$ cat src/rtl/execute_stage.sv
// Execute stage: decode/execute register, 16-bit ALU, srcB routing, result
// mux, and execute/memory register. Two-cycle latency, no stall or flush.
//
// Ports:
//   clk, rst_n            clock, asynchronous active-low reset
//   wbs/wme/mm/wm/ni_in   control bits, carried to *_out two edges later
//   ALUop_in              ALU operation code (consumed here)
//   am_in                 srcB routing: 0 = result path, 1 = store data
//   sel_in                result mux: 0 = ALU result, 1 = routed srcB
//   srcA_in, srcB_in      16-bit operands
//   wbs/wme/mm/wm/ni_out  registered control bits for the memory stage
//   ALUresult_out         registered mux result
//   memData_out           registered store data
//   flagN, flagZ          combinational flags of the current ALU result
module execute_stage (
    input  logic        clk,
    input  logic        rst_n,
    input  logic        wbs_in,
    input  logic        wme_in,
    input  logic        mm_in,
    input  logic        wm_in,
    input  logic        ni_in,
    input  logic [2:0]  ALUop_in,
    input  logic        am_in,
    input  logic        sel_in,
    input  logic [15:0] srcA_in,
    input  logic [15:0] srcB_in,
    output logic        wbs_out,
    output logic        wme_out,
    output logic        mm_out,
    output logic        wm_out,
    output logic        ni_out,
    output logic [15:0] ALUresult_out,
    output logic [15:0] memData_out,
    output logic        flagN,
    output logic        flagZ
);

    typedef struct packed {
        logic [4:0]  ctrl;
        logic [2:0]  op;
        logic        am;
        logic        sel;
        logic [15:0] a;
        logic [15:0] b;
    } id_ex_t;

    typedef struct packed {
        logic [4:0]  ctrl;
        logic [15:0] res;
        logic [15:0] data;
    } ex_mem_t;

    id_ex_t      ie_q;
    ex_mem_t     em_q;
    logic [15:0] alu;
    logic [15:0] route0;
    logic [15:0] store;
    logic [15:0] mux;

    always_ff @(posedge clk or negedge rst_n) begin
        if (!rst_n) begin
            ie_q <= '0;
        end else begin
            ie_q.ctrl <= {wbs_in, wme_in, mm_in, wm_in, ni_in};
            ie_q.op   <= ALUop_in;
            ie_q.am   <= am_in;
            ie_q.sel  <= sel_in;
            ie_q.a    <= srcA_in;
            ie_q.b    <= srcB_in;
        end
    end

    // Products and sums keep only the low 16 bits.
    always_comb begin
        alu = '0;
        unique case (ie_q.op)
            3'b000: alu = ie_q.b;
            3'b001: alu = ie_q.a + ie_q.b;
            3'b010: alu = ie_q.a - ie_q.b;
            3'b011: alu = ie_q.a * ie_q.b;
            3'b100: alu = ie_q.a << ie_q.b[3:0];
            3'b101: alu = ie_q.a >> ie_q.b[3:0];
            3'b110: alu = ie_q.a & ie_q.b;
            3'b111: alu = ie_q.a | ie_q.b;
            default: alu = '0;
        endcase
    end

    assign flagN = alu[15];
    assign flagZ = (alu == 16'h0000);

    // srcB goes either to the result path or to the store-data path.
    assign route0 = ie_q.am ? 16'h0000 : ie_q.b;
    assign store  = ie_q.am ? ie_q.b : 16'h0000;
    assign mux    = ie_q.sel ? route0 : alu;

    always_ff @(posedge clk or negedge rst_n) begin
        if (!rst_n) begin
            em_q <= '0;
        end else begin
            em_q.ctrl <= ie_q.ctrl;
            em_q.res  <= mux;
            em_q.data <= store;
        end
    end

    assign {wbs_out, wme_out, mm_out, wm_out, ni_out} = em_q.ctrl;
    assign ALUresult_out = em_q.res;
    assign memData_out   = em_q.data;

endmodule

$ cat config.mk
export PLATFORM = sky130hd
export DESIGN_NAME = execute_stage
export DESIGN_NICKNAME = d
export VERILOG_FILES = /design/src/rtl/execute_stage.sv
export SDC_FILE = /design/constraint.sdc
export NUM_CORES = 1
export LEC_CHECK = 0
export CORE_MARGIN = 4
export CORE_UTILIZATION = 40
export DETAILED_ROUTE_END_ITERATION = 12
export REMOVE_ABC_BUFFERS = 1
export SETUP_SLACK_MARGIN = 0.2
export SLEW_MARGIN = 20
export SYNTH_ARGS = -nofsm -noshare
export SYNTH_HDL_FRONTEND = slang
export SYNTH_SLANG_ARGS = --single-unit
$ cat constraint.sdc
create_clock -name clk -period 8.1 [get_ports clk]
set_input_delay 2.025 -clock clk [delete_from_list [all_inputs] [get_ports clk]]
set_output_delay 2.025 -clock clk [all_outputs]
set_load 0.02 [all_outputs]
# After elaboration in Yosys (flattened, before gate mapping)
# Cells that the tools add are included.
# word_totals
regBits	79
latchBits	0
ramBits	0
romBits	0
in_bits	44
output_inout_bits	39
word_cells	29
memories	0
# op_classes
n_addsub	2
n_mul	1
div	0
magnitude_cmp	0
eq_ne	7
shifts	2
n_mux	4
bitwise	2
n_reduce_logical	2
# ops
operator	count
$pmux W16 S8	1
$mux W16	3
$add A16 B16 Y16	1
$and A16 B16 Y16	1
$logic_not A16 Y1	1
$mul A16 B16 Y16	1
$or A16 B16 Y16	1
$shl A16 B4 Y16	1
$shr A16 B4 Y16	1
$sub A16 B16 Y16	1
$eq A3 B3 Y1 const B	4
$eq A3 B2 Y1 const B	2
$eq A3 B1 Y1 const B	1
$logic_not A3 Y1	1

# Longest topological paths before layout
# logic_depth
depth_word	3
depth_mapped	27
mapped_depth_nobuf	22

# Worst setup path before layout
# Ideal clock, no wire load.
# synth_timing
path_type	flip-flop to output port
startpoint	reg ie_q[2] (netlist bit)
endpoint	out flagZ
t_arrival_ns	6.827
slack_ns	-0.752
stages_incl_launch_ff	24
path_buffers	5
path_cell_list	dfrtp_1 -> buf_2 -> buf_1 -> buf_1 -> clkbuf_1 -> clkbuf_1 -> and2_1 -> fa_1 -> fa_1 -> ha_1 -> inv_1 -> fa_1 -> fa_1 -> fa_1 -> inv_1 -> ha_1 -> or3_1 -> o221a_2 -> nor2_1 -> o21ai_0 -> a31oi_1 -> xnor2_1 -> o221ai_1 -> nor4b_2
# synth_between
elab_chain_len	3
word_cells_on_any_way	9
classes_between	2 x add/sub; 1 x mul; 2 x shift; 1 x mux; 2 x bitwise; 1 x reduce/logical
# synth_lines
item	line_no	source
start: declaration	54	id_ex_t ie_q;
$mul A16 B16 Y16, or another cell as far along	81	3'b011: alu = ie_q.a * ie_q.b;
$pmux W16 S8 *	77	unique case (ie_q.op)
via flagN	35	output logic flagN,
$logic_not A16 Y1 *	91	assign flagZ = (alu == 16'h0000);
end: declaration	36	output logic flagZ
# Mark *: on every way through the listed nets, which the timed path passes. The rest lies on a longest branch.

# Final worst setup path
# layout_timing
startpoint	reg ie_q[23] (netlist bit)
endpoint	out flagZ
# layout_between
elab_chain_len	3
word_cells_on_any_way	9
classes_between	2 x add/sub; 1 x mul; 2 x shift; 1 x mux; 2 x bitwise; 1 x reduce/logical
# layout_lines
item	line_no
$mul A16 B16 Y16, or another cell as far along	81
$pmux W16 S8 *	77
$logic_not A16 Y1 *	91
# Mark *: on every way between the ends. The rest lies on a longest branch, timed or not.

==> impl_metrics.ini <==
[outcome]
status = complete, but fails checks
violations = negative setup slack

[worst_setup_path]
ff2ff_setup_slack_ns = 2.33
r2r-start = ie_q[23]
worstPathMaxFanout = 4
crit_type = reg2out
cp-end-kind = output pin
rr_endpoint = ALUresult_out[14]
startpoint = ie_q[23]
startpoint_type = flip-flop
cp_data_arrival_time_ns = 6.14
required_ns = 6.08
crit_path_end = flagZ
r2r_cells = 24

[yosys]
synth_area_leaders = dfrtp_1 (21%), fa_1 (17%), ha_1 (9.0%), inv_1 (5.5%), and2_1 (5.1%)
synth-simple-area-share_pct = 17.6
yosysSeqAreaShare_pct = 20.8
yosys.area_share.adder_pct = 27.3
async_reset_ff_share_pct = 100
synth_top_family_by_area = adder cells
synth-seq-cells = 79
syn-mean-instance-area_um2 = 8.88
synth_ff_type = dfrtp_1
synth_compound_area_share_pct = 12.6
ys_warn_count = 0
yosysTopAreaCellShare_pct = 20.8
synthesis.instances = 1069
synth_top_area_cell = dfrtp_1
synth.area.mux_share_pct = 7.43
ys_types = 76
syn_area_um2 = 9490
synth-edff-count = 0
synth-xor-area-share_pct = 5.35

[cells_and_area]
mostFrequentLayoutCell = inv_1
layout_common_cells = inv_1 (138), buf_4 (120), nand2_1 (106), fa_1 (81), clkdlybuf4s50_1 (79)
drive_above_1_share_pct = 18.5
area_growth_pct = 26.3
diodes = 0
final_nets = 1407
final_util_pct = 51.3

[die]
io_pins = 83
die_x_um = 162
rows = 56
dieArea_um2 = 26300
dieHeight_um = 162
initial_core_util_pct = 40.6
core-area_um2 = 23400

[pwr]
p_per_area_nw_per_um2 = 276
power_leakage_nw = 5.41
ir_worst_vdd_mv = 0.236

[sta]
min_period_over_period_pct = 101
fin_skew_ns = 0.00998
rsz0062_at_grt = true
slew_viol_final = 0
setup_viol = 1
fmax_mhz = 123
hold_viol = 0
period_minus_slack_ns = 8.16
worst_slack_ns = -0.0617
worstMarginPinSlew_ns = 0.914
max_slew_margin_pct = 39.0

[global_route]
antenna_found_initial = 1
grt_start_max_net_pins = 80
track_usage_pct = 23.8
grt_pass1_vias = 8662
grt_pass1_wl_um = 48600
grt.overflow.total = 0

[drt]
drt_wl_total_um = 31200
wl_per_cell_um = 20.3
dr.first_iter.drc_count = 677
vias = 8441
drc = 0
first_pass_iters = 6
vias_per_cell = 5.49
ant_nets = 0

[clock_tree]
clock_sinks = 79
hold_buffers = 0
cts.path.max_buffers = 2
worstSkewPairLatency_ns = 0.35
numCtsBuffers = 9
path_clk_slew_ns = 0.07
cts_tree = done
cts-root-buf = clkbuf_16
htreeDepth = 3

[place]
gp_congestion = 0.972
place_ws_ns = -0.347
portBuffers = 82
place_hpwl_um = 24100

[job]
maxCapViolCount = 0

[min_path]
hold_path_class = reg2reg
logic make-up (layout without fill, tap and decap cells):
group / Yosys count / count (layout)
adder cells (fa/ha/maj): 161 / 161
XOR/XNOR: 58 / 58
AND/OR/NAND/NOR: 332 / 332
multiplexers: 53 / 53
buffers and inverters: 216 / 366
AO/OA/AOI/OAI: 170 / 170
flip-flops: 79 / 79
per-layer routing:
metal	up-vias	track usage (%)	wire [um]
met5	-	0	13
met3	70	4.74	2420
met1	4124	33.1	13400
met2	391	37.9	14300
met4	2	7.04	957
li1	3854	-	-
cell type report:
class,instances,area (um^2)
Sequential cell,79,1990
Clock buffer,9,225
Timing Repair Buffer,208,1810
Tap cell,319,399
Clock inverter,7,87.6
Inverter,142,533
Multi-Input combinational cell,774,6960
Fill cell,2218,11400
power by group:
part | internal, mW | total, mW | switching, mW
clock network | 0.245 | 0.434 | 0.189
logic | 1.20 | 2.43 | 1.23
registers | 0.427 | 0.454 | 0.0275
metrics by stage:
stage	TNS, ns	hold WS (ns)	total power [mW]	cell area [um^2]	instances
CTS	-0.0947	0.351	3.11	11800	1533
global placement	-0.274	0.331	2.46	11200	1505
floorplan	-0.151	0.331	1.77	9190	995
finish	-0.0617	0.348	3.32	12000	1538
global route	-0.406	0.359	3.61	12000	1538
detailed placement	-0.404	0.335	2.47	11200	1505
worst min-delay path by stage:
stage,slack [ns],cells past startpoint,startpoint,to
2_1_floorplan,0.33,0,ie_q[39],mm_out
3_3_place_gp,0.33,0,ie_q[38],wm_out
3_5_place_dp,0.33,0,ie_q[41],wbs_out
4_1_cts,0.35,0,ie_q[41],wbs_out
5_1_grt,0.36,0,ie_q[37],ni_out
6_report,0.35,0,ie_q[38],wm_out
state kept, by name (all words and copies together), names as in the netlist:
register and count:
ALUresult_out 16, ie_q 42, memData_out 16, mm_out 1, ni_out 1, wbs_out 1, wm_out 1, wme_out 1
worst max-delay path, stage by stage (launching register included):
cell      delay [ns]
dfrtp_1         0.43
buf_4           0.16
buf_4           0.14
and2_1          0.16
fa_1            0.47
inv_1           0.05
fa_1            0.45
fa_1            0.52
inv_1           0.06
fa_1            0.51
fa_1            0.50
inv_1           0.05
fa_1            0.47
inv_1           0.04
ha_1            0.28
nor2_1          0.05
mux2i_1         0.15
o21ai_1         0.09
a211oi_2        0.17
o21ai_1         0.12
o22ai_2         0.18
o221ai_2        0.14
nor4b_2         0.30
buf_4           0.18
buf_6           0.11
cell usage after synthesis (all sizes together) (13+ instances only):
cell	n
inv	141
nand2	107
fa	81
dfrtp	79
and2	77
ha	68
nor2	56
clkbuf	55
xnor2	45
o21ai	38
mux2i	30
a21oi	29
buf	19
nor3	19
xor2	13
repair_timing:
item | in CTS | in global routing
resized for setup | 38 | 35
buffers inserted | 12 | 4
pin swaps | 15 | 30
endpoints found under the setup margin | 2 | 2
Note: power is estimated with default switching activity, not from simulation.
